[src/rtl/spi_device_tx_ml.sv]
// spi_device_tx_ml: multi-lane (1/2/4) SPI device transmitter clocked by the system clock.
// Synchronises sclk/cs, detects sclk edges and shifts a DATA_W word MSB-first, fed
// through a one-entry holding buffer with a valid/ready handshake.
// Optional: define SPI_TX_TEST_EDGE_EN to add the test_mode input, which moves the
// shift edge from synchronised sclk falling to synchronised sclk rising.
module spi_device_tx_ml #(
   parameter int unsigned DATA_W      = 32,
   parameter int unsigned CNT_W       = 8,
   parameter int unsigned DEF_TGT     = 7,
   parameter int unsigned SYNC_STAGES = 2
) (
   input  logic              clk,
   input  logic              rst,
`ifdef SPI_TX_TEST_EDGE_EN
   input  logic              test_mode,
`endif
   input  logic              spi_sclk,
   input  logic              spi_cs,
   input  logic [1:0]        lane_mode,
   input  logic [CNT_W-1:0]  cnt_tgt,
   input  logic              cnt_upd,
   input  logic [DATA_W-1:0] data,
   input  logic              data_valid,
   output logic              data_ready,
   output logic [3:0]        sdo,
   output logic [3:0]        sdo_oe,
   output logic              done,
   output logic              underrun,
   output logic              abort
);

   localparam logic [1:0] LaneSingle = 2'b00;
   localparam logic [1:0] LaneDual   = 2'b01;
   localparam logic [1:0] LaneQuad   = 2'b10;

   typedef enum logic [1:0] {
      StIdle,
      StArmed,
      StRun
   } state_e;

   state_e                  state_q, state_d;
   logic [SYNC_STAGES-1:0]  sclk_sync_q, sclk_sync_d;
   logic [SYNC_STAGES-1:0]  cs_sync_q, cs_sync_d;
   logic                    sclk_prev_q, sclk_prev_d;
   logic                    cs_prev_q, cs_prev_d;
   logic [1:0]              lane_q, lane_d;
   logic [CNT_W-1:0]        cnt_q, cnt_d;
   logic [CNT_W-1:0]        tgt_q, tgt_d;
   logic [DATA_W-1:0]       sr_q, sr_d;
   logic [DATA_W-1:0]       buf_q, buf_d;
   logic                    buf_full_q, buf_full_d;
   logic                    done_q, done_d;
   logic                    underrun_q, underrun_d;
   logic                    abort_q, abort_d;

   logic                    sclk_s;
   logic                    cs_s;
   logic                    shift_edge;
   logic                    cs_fall;
   logic                    cs_rise;
   logic                    buf_drain;
   logic                    buf_flush;
   logic [1:0]              lane_norm;
   logic [DATA_W-1:0]       sr_shifted;

   // Pin synchronisers and edge detection against the previous synchronised value.
   always_comb begin
      sclk_sync_d = {sclk_sync_q[SYNC_STAGES-2:0], spi_sclk};
      cs_sync_d   = {cs_sync_q[SYNC_STAGES-2:0], spi_cs};
      sclk_s      = sclk_sync_q[SYNC_STAGES-1];
      cs_s        = cs_sync_q[SYNC_STAGES-1];
      sclk_prev_d = sclk_s;
      cs_prev_d   = cs_s;
      cs_fall     = cs_prev_q & ~cs_s;
      cs_rise     = ~cs_prev_q & cs_s;
`ifdef SPI_TX_TEST_EDGE_EN
      shift_edge  = test_mode ? (~sclk_prev_q & sclk_s) : (sclk_prev_q & ~sclk_s);
`else
      shift_edge  = sclk_prev_q & ~sclk_s;
`endif
   end

   // Lane-mode normalisation (reserved encoding behaves as single) and the per-beat shift.
   always_comb begin
      lane_norm = (lane_mode == 2'b11) ? LaneSingle : lane_mode;
      case (lane_q)
         LaneDual: sr_shifted = sr_q << 2;
         LaneQuad: sr_shifted = sr_q << 4;
         default:  sr_shifted = sr_q << 1;
      endcase
   end

   // Transmit state machine: next state, counter/target, shift register and status pulses.
   always_comb begin
      state_d    = state_q;
      lane_d     = lane_q;
      cnt_d      = cnt_q;
      tgt_d      = tgt_q;
      sr_d       = sr_q;
      done_d     = 1'b0;
      underrun_d = 1'b0;
      abort_d    = 1'b0;
      buf_drain  = 1'b0;
      buf_flush  = 1'b0;

      if (cs_rise) begin
         // cs release wins over any in-flight beat; no done for a truncated word.
         state_d   = StIdle;
         buf_flush = 1'b1;
         abort_d   = (state_q == StRun) && (cnt_q != '0);
         cnt_d     = '0;
         tgt_d     = CNT_W'(DEF_TGT);
         sr_d      = '0;
      end else begin
         case (state_q)
            StIdle: begin
               cnt_d = '0;
               tgt_d = CNT_W'(DEF_TGT);
               sr_d  = '0;
               if (cs_fall) begin
                  state_d = StArmed;
                  lane_d  = lane_norm;
               end
            end
            StArmed: begin
               sr_d = '0;
               if (cnt_upd) begin
                  state_d = StRun;
                  tgt_d   = cnt_tgt;
                  cnt_d   = '0;
                  if (buf_full_q) begin
                     sr_d      = buf_q;
                     buf_drain = 1'b1;
                  end
               end
            end
            StRun: begin
               // A target update racing a word end is compared next word, since the
               // compare below still uses tgt_q.
               if (cnt_upd) begin
                  tgt_d = cnt_tgt;
               end
               if (shift_edge) begin
                  if (cnt_q != tgt_q) begin
                     cnt_d = cnt_q + CNT_W'(1);
                     sr_d  = sr_shifted;
                  end else begin
                     done_d = 1'b1;
                     cnt_d  = '0;
                     if (buf_full_q) begin
                        sr_d      = buf_q;
                        buf_drain = 1'b1;
                     end else begin
                        state_d    = StArmed;
                        sr_d       = '0;
                        underrun_d = 1'b1;
                     end
                  end
               end
            end
            default: begin
               state_d = StIdle;
            end
         endcase
      end
   end

   // One-entry holding buffer; a cs-release flush takes priority over a same-cycle accept.
   always_comb begin
      data_ready = ~buf_full_q;
      buf_d      = buf_q;
      buf_full_d = buf_full_q;
      if (buf_flush) begin
         buf_full_d = 1'b0;
      end else begin
         if (buf_drain) begin
            buf_full_d = 1'b0;
         end
         if (data_valid && data_ready) begin
            buf_d      = data;
            buf_full_d = 1'b1;
         end
      end
   end

   // Lane output mapping from the shift register MSBs; unused lanes drive 0.
   always_comb begin
      case (lane_q)
         LaneDual: sdo = {2'b00, sr_q[DATA_W-1 -: 2]};
         LaneQuad: sdo = sr_q[DATA_W-1 -: 4];
         default:  sdo = {3'b000, sr_q[DATA_W-1]};
      endcase
      if (state_q == StIdle) begin
         sdo_oe = 4'b0000;
      end else begin
         case (lane_q)
            LaneDual: sdo_oe = 4'b0011;
            LaneQuad: sdo_oe = 4'b1111;
            default:  sdo_oe = 4'b0001;
         endcase
      end
      done     = done_q;
      underrun = underrun_q;
      abort    = abort_q;
   end

   // State registers with synchronous reset; synchronisers preset to sclk=0, cs=1.
   always_ff @(posedge clk) begin
      if (rst) begin
         state_q     <= StIdle;
         sclk_sync_q <= '0;
         cs_sync_q   <= '1;
         sclk_prev_q <= 1'b0;
         cs_prev_q   <= 1'b1;
         lane_q      <= LaneSingle;
         cnt_q       <= '0;
         tgt_q       <= CNT_W'(DEF_TGT);
         sr_q        <= '0;
         buf_q       <= '0;
         buf_full_q  <= 1'b0;
         done_q      <= 1'b0;
         underrun_q  <= 1'b0;
         abort_q     <= 1'b0;
      end else begin
         state_q     <= state_d;
         sclk_sync_q <= sclk_sync_d;
         cs_sync_q   <= cs_sync_d;
         sclk_prev_q <= sclk_prev_d;
         cs_prev_q   <= cs_prev_d;
         lane_q      <= lane_d;
         cnt_q       <= cnt_d;
         tgt_q       <= tgt_d;
         sr_q        <= sr_d;
         buf_q       <= buf_d;
         buf_full_q  <= buf_full_d;
         done_q      <= done_d;
         underrun_q  <= underrun_d;
         abort_q     <= abort_d;
      end
   end

endmodule

[config.mk]
export PLATFORM = sky130hd
export DESIGN_NAME = spi_device_tx_ml
export DESIGN_NICKNAME = d
export VERILOG_FILES = /design/src/rtl/spi_device_tx_ml.sv
export SDC_FILE = /design/constraint.sdc
export NUM_CORES = 1
export LEC_CHECK = 0
export CAP_MARGIN = 20
export CORE_ASPECT_RATIO = 1.2
export CORE_MARGIN = 10
export CORE_UTILIZATION = 50
export CTS_CLUSTER_DIAMETER = 50
export DETAILED_ROUTE_END_ITERATION = 12
export MAX_ROUTING_LAYER = met4
export PLACE_DENSITY = 0.79
export SETUP_SLACK_MARGIN = 0.15
export SYNTH_ARGS = -nofsm -noshare
export SYNTH_HDL_FRONTEND = slang
export SYNTH_SLANG_ARGS = --single-unit
export TNS_END_PERCENT = 1
[constraint.sdc]
create_clock -name clk -period 1.7 [get_ports clk]
set_input_delay 0.34 -clock clk [delete_from_list [all_inputs] [get_ports clk]]
set_output_delay 0.34 -clock clk [all_outputs]
set_load 0.005 [all_outputs]
==> out/metrics.cfg, run 1 <==
[finish]
design_area_um2=5910
layout.nets=684
fin_cells=747
drive_above_1_share=0.221
post-route-util=0.686
num-fill-cells=711
synthToLayoutAreaGrowth_pct=33.2
diodes=0

[grt]
grt_pass1_wl_um=19400
grt-ovfl-total=0
globalRouteTotalUtil=0.184
grt_start_max_net_pins=33
antenna_found_initial=0
grt_pass1_vias=4185

[place]
place_area_um2=5450
portBuffers=59
gp_congestion=0.861
dp_slack_ns=-0.208
dpl.hpwl_um=8210
dp_cells=727

[route]
viasPerCell=5.78
ant_nets=0
wl_per_cell_um=15.8
drc=0
num_vias=4314
drt-initial-drc-count=285
drtPass1Iterations=5
routed_wl_um=11800

[worst_setup_path]
critPathSlowestCell=o32ai_2
cp-start-kind=flip-flop
cp_data_arrival_time_ns=2.10
critPathMaxFanout=30
cp.required_ns=2.01
critPathKind=flip-flop to flip-flop
crit_path_end_kind=flip-flop
slowest_delay_ns=0.36
crit_chain=xnor2_2 > nand4_1 > o32ai_2 > and3_4 > buf_12 > a221o_1

[floorplanning]
dieArea_um2=13100
core_um2=8610
row_count=37
start_util=0.515
die_w_um=106
io_pins=60
die_y_um=123

[timing]
fin_worst_skew_ns=0.0104
slew_headroom=0.701
fin_crit_ns=1.79
setup_viol=31
hold_violations=0
setup_ws_ns=-0.0927
worst_pin_slew_ns=0.449
rsz0062_at_grt=yes
final.period_utilization=1.05
maxSlewViolCount=0
setup_tns_ns=-1.63
max_freq_ghz=0.558

[synth]
postSynthAreaPerCell_um2=8.10
ys_types=46
synth-edff-count=0
netlist.area_leader.share=0.424
synth_ff_type=dfxtp_1
ys_ff_latch=94
syn-cell-area_um2=4440
yosys-top-cells-area=dfxtp_1 42%, a21oi_1 8.0%, nand2_1 7.1%, a221o_1 6.8%, nor2_1 5.8%
yosysWarnings=0
synth-seq-area-share=0.424
synth_top_area_cell=dfxtp_1
syn_inst=548
synthArstFlopShare=0
synth.net_count=606

[cts]
cts_sinks=94
clkTransAtPathRegs_ns=0.09
root_buffer=clkbuf_8
cts_tree=done
cts_hold_buf=0
clock_latency_ns=0.37
cts_buffer_depth=2
cts_buffers=9
cts_max_level=3

[worst_hold_path]
hold_path.class=flip-flop to flip-flop

[status]
status=finished, violations left
violations=negative setup slack

[job]
drv_cap=0

[pwr]
ir_drop_v=0.000425
power_density_nw_per_um2=859
p_leak_uw=0.00209

kinds of logic after synthesis:
| kind of cell | after synthesis | share of synthesized area |
|---|---|---|
| AND/OR/NAND/NOR | 215 | 0.216 |
| AO/OA/AOI/OAI | 166 | 0.260 |
| flip-flops | 94 | 0.424 |
| buffers and inverters | 55 | 0.0525 |
| adder cells (fa/ha/maj) | 10 | 0.0282 |
| XOR/XNOR | 8 | 0.0192 |
per-stage QoR:
stage | total power (µW) | hold WS, ns
floorplan | 2920 | 0.389
global placement | 3330 | 0.394
CTS | 5070 | 0.424
detailed placement | 3370 | 0.403
global route | 5270 | 0.442
finish | 5070 | 0.420
layout by cell type (no fill, tap or decap), types with 6 or more instances in the layout:
cell type and instances:
a21oi_1 70, nor2b_1 7, buf_4 39, clkbuf_8 10, dfxtp_2 15, clkdlybuf4s50_1 47
nor2_1 68, dfxtp_1 77, o21ai_1 6, a22oi_1 32, xnor2_2 8, buf_12 6
nand2_1 83, a221o_1 30, buf_6 9, nand3_1 16
path summary, 6_finish.rpt:
check / startpoint / to / slack [ns] / depth (start not counted)
worst max-delay path: cnt_q[7]$_SDFFE_PP0P_ / sr_q[26]$_SDFFE_PP0P_ / -0.09 / 6
worst min-delay path: cs_sync_q[0]$_SDFF_PP1_ / cs_sync_q[1]$_SDFF_PP1_ / 0.42 / 1
worst max register to register: cnt_q[7]$_SDFFE_PP0P_ / sr_q[26]$_SDFFE_PP0P_ / -0.09 / 6
worst min register to register: cs_sync_q[0]$_SDFF_PP1_ / cs_sync_q[1]$_SDFF_PP1_ / 0.42 / 1
registers in the layout, indices dropped and copies added (netlist names), 2 cells and up:
register     count
lane_q           2
cs_sync_q        2
cnt_q            8
sr_q            32
buf_q           32
state_q          2
tgt_q            8
sclk_sync_q      2
Yosys cell counts, types with 6 or more instances:
library cell	instances
nand3_1	16
nor2_1	69
a221o_1	30
nor2b_1	8
a22oi_1	34
o21ai_0	10
nand2_1	84
ha_1	10
inv_1	11
clkbuf_1	29
dfxtp_1	94
xnor2_1	6
a21oi_1	71
buf_2	9
worst max-delay path: cells and delay by family, from the launching register on:
kind                      cells  cell delay [ns]
and+or+nand+nor               2             0.46
DFF                           1             0.35
buffers and inverters         1             0.17
AOI/OAI and AO/OA             2             0.55
xor gates and xnor gates      1             0.20
report_power, final:
part           internal, µW  switching, µW  total (µW)  leakage (µW)
Clock                   866            798        1660      0.000113
Combinational           500            560        1060       0.00121
Sequential             2290           63.6        2350      0.000770
layer usage:
layer | wire length [µm] | global-route usage | up-vias
li1 | - | - | 2105
met1 | 4840 | 0.203 | 2037
met2 | 6110 | 0.324 | 142
met3 | 530 | 0.0318 | 30
met4 | 340 | 0.0797 | 0
met5 | 0 | - | -
layout make-up:
cell class	count	area, µm²	area share
clock inverters	5	82.6	0.0140
clock buffers	10	138	0.0233
flip-flops and latches	94	1910	0.323
well taps	117	146	0.0248
multi-input cells	399	2520	0.427
repair buffers	111	1060	0.180
inverters	11	51.3	0.00868
repair_timing:
action                     4_1_cts  5_1_grt
hold endpoints to repair         0        0
gates resized for setup         83       19
setup endpoints to repair       55       63
pin swaps                       25       24
buffers inserted                 5        0
No activity file was read; power rests on OpenSTA's default activity.
==> run 2, diff against run 1 <==
--- a/config.mk
+++ b/config.mk
@@ -5,6 +5,7 @@
 export SDC_FILE = /design/constraint.sdc
 export NUM_CORES = 1
 export LEC_CHECK = 0
+export ABC_CLOCK_PERIOD_IN_PS = 1700
 export CAP_MARGIN = 20
 export CORE_ASPECT_RATIO = 1.2
 export CORE_MARGIN = 10
@@ -14,7 +15,8 @@
 export MAX_ROUTING_LAYER = met4
 export PLACE_DENSITY = 0.79
 export SETUP_SLACK_MARGIN = 0.15
+export SKIP_CTS_REPAIR_TIMING = 1
 export SYNTH_ARGS = -nofsm -noshare
 export SYNTH_HDL_FRONTEND = slang
 export SYNTH_SLANG_ARGS = --single-unit
-export TNS_END_PERCENT = 1
+export TNS_END_PERCENT = 20
==> run 2 against run 1 <==
  * The flow still finishes with violations (negative setup slack)
  * Largest cell class unchanged
  * Total power grew 6.5%
  * Largest power group unchanged
  * Sequential power about the same
  * Via count increased by 2.7%
  * Highest routed layer unchanged
==> out/metrics.cfg, run 2 (synthesized netlist as in run 1, its figures left out) <==
[cts]
root_buffer=clkbuf_8
cts_tree=done
cts_sinks=94  ; unchanged
clock_latency_ns=0.39  ; +0.02 ns
clkTransAtPathRegs_ns=0.09  ; about the same
cts_buffer_depth=2  ; unchanged
cts_buffers=9  ; unchanged
cts_max_level=3  ; unchanged

[route]
ant_nets=0  ; unchanged
drtPass1Iterations=6  ; +1
drc=0  ; unchanged
drt-initial-drc-count=354  ; +24%
num_vias=4432  ; +2.7%
routed_wl_um=13000  ; +10%
viasPerCell=5.87  ; +1.6%
wl_per_cell_um=17.3  ; +9.1%

[worst_setup_path]
crit_chain=inv_4 > ha_4 > inv_4 > a211oi_4 > buf_4 > and3_4 > clkbuf_16 > a221o_1
slowest_delay_ns=0.42  ; +0.06 ns
critPathSlowestCell=dfxtp_4
cp-start-kind=flip-flop
crit_family=buffers and inverters
cp_data_arrival_time_ns=2.16  ; +0.06 ns
cp.required_ns=2.03  ; +0.02 ns
worstRegToRegCells=8  ; +2
crit_buf_inv=4  ; +3
timing.reg2reg.setup_slack_ns=-0.13  ; -0.04 ns
crit_path_end_kind=flip-flop
cp_common_cell=inv_4
critPathMaxFanout=7  ; -77%
critPathKind=flip-flop to flip-flop
r2r-end=sr_q[18]$_SDFFE_PP0P_
setup.worst_path.start=state_q[1]$_SDFFE_PP0P_
timing.rr.start=state_q[1]$_SDFFE_PP0P_

[grt]
grt_start_max_net_pins=33  ; unchanged
antenna_found_initial=0  ; unchanged
grt_pass1_vias=4237  ; +1.2%
grt_pass1_wl_um=19400  ; -0.18%
globalRouteTotalUtil=0.187  ; +0.00212
grt-ovfl-total=0  ; unchanged

[finish]
diodes=0  ; unchanged
final_cell_mix=83 x nand2_1, 79 x dfxtp_1, 69 x a21oi_1, 66 x nor2_1, 47 x clkdlybuf4s50_1
design_area_um2=6090  ; +3.1%
synthToLayoutAreaGrowth_pct=37.3
post-route-util=0.707  ; +0.0211
layout.nets=691  ; +1.0%
drive_above_1_share=0.243  ; +0.0223
layout_commonest_cell=nand2_1
reg_top3=buf_q (32), sr_q (32)

[place]
dpl.hpwl_um=8220  ; +0.11%
place_area_um2=5450  ; -0.14%
portBuffers=59  ; unchanged
gp_congestion=0.871  ; +1.2%

[floorplanning]
row_count=37  ; unchanged
die_y_um=123  ; unchanged
dieArea_um2=13100  ; unchanged
core_um2=8610  ; unchanged
io_pins=60  ; unchanged
die_w_um=106  ; unchanged
start_util=0.515  ; unchanged

[status]
status=finished, violations left
violations=negative setup slack

[pwr]
ir_drop_v=0.000654  ; +54%
finalPower_uw=5400  ; +6.5%
switching_share=0.277  ; -0.00356
p_sw_uw=1490  ; +5.2%
seqPwrFrac=0.437  ; -0.026
p_leak_uw=0.00218  ; +4.4%
combPwrFrac=0.216  ; +0.007
clkPwrFrac=0.346  ; +0.018
power_density_nw_per_um2=888  ; +3.4%
p_int_uw=3910  ; +7.1%

[timing]
fin_crit_ns=1.83  ; +0.0378 ns
setup_viol=36  ; +16%
max_freq_ghz=0.546  ; -2.1%
worst_pin_slew_ns=0.381  ; -0.0677 ns
hold_violations=0  ; unchanged
fin_worst_skew_ns=0.0168  ; +0.00638 ns
setup_tns_ns=-3.37  ; -1.74 ns
whs_ns=0.418  ; -0.00177 ns
maxSlewViolCount=0  ; unchanged
final.period_utilization=1.08  ; +0.0222
slew_headroom=0.739  ; +0.0386
setup_ws_ns=-0.131  ; -0.0378 ns
rsz0062_at_grt=yes

[worst_hold_path]
whs_endpoint=cs_sync_q[1]$_SDFF_PP1_
hold_path.class=flip-flop to flip-flop
hold_path_depth=1  ; unchanged
holdCritStartpoint=cs_sync_q[0]$_SDFF_PP1_

[job]
drv_cap=0  ; unchanged

-- run 2: changes by cell type in the layout (fill, tap and decap cells not counted), sizes merged --
cell	previous run	this run
inv	12	11
dlygate4sd2	1	0
dlymetal6s2s	3	5
clkbuf	11	16
clkinv	2	0
buf	59	63
bufinv	2	3
-- run 2: layer usage --
layer	vias to the layer above	GRT usage	wire length [µm]
li1	2115	-	-
met4	0	0.0975	556
met5	-	-	0
met2	166	0.325	6850
met3	41	0.0458	594
met1	2110	0.193	5030
-- run 2: worst max-delay path by stage --
stage / cells after the start / endpoint / slack [ns]
floorplan: 5 / state_q[0]$_SDFFE_PP0P_ / 0.08
global placement: 4 / sr_q[13]$_SDFFE_PP0P_ / -0.56
detailed placement: 4 / sr_q[7]$_SDFFE_PP0P_ / -0.65
CTS: 5 / sdo[0] / -0.65
global route: 8 / sr_q[17]$_SDFFE_PP0P_ / -0.16
finish: 8 / sr_q[18]$_SDFFE_PP0P_ / -0.13
-- run 2: layout make-up --
type                       instances  area (µm²)
multi-input combinational        399        2570
fill                             653        2520
sequential                        94        1910
timing repair buffer             118        1160
clock buffer                      13         159
tap                              117         146
clock inverter                     3        90.1
inverter                          11        58.8
-- run 2: worst reg2reg max path, stage by stage (launching register included) --
cell and delay [ns]:
dfxtp_4 0.42, inv_4 0.06, ha_4 0.28, inv_4 0.04, a211oi_4 0.25, buf_4 0.17, and3_4 0.24, clkbuf_16 0.18
a221o_1 0.14
-- run 2: stage by stage --
stage	std cells	worst slack, ns
2_1_floorplan	548	0.0826
3_3_place_gp	729	-0.561
3_5_place_dp	729	-0.652
4_1_cts	745	-0.647
5_1_grt	755	-0.160
6_report	755	-0.131
-- run 2: power groups by stage --
stage	Sequential (µW)	Combinational (µW)	Clock (µW)
2_1_floorplan	2380	542	0
3_3_place_gp	2400	911	0
3_5_place_dp	2400	942	0
4_1_cts	2350	953	1890
5_1_grt	2370	1260	1970
6_report	2360	1170	1870
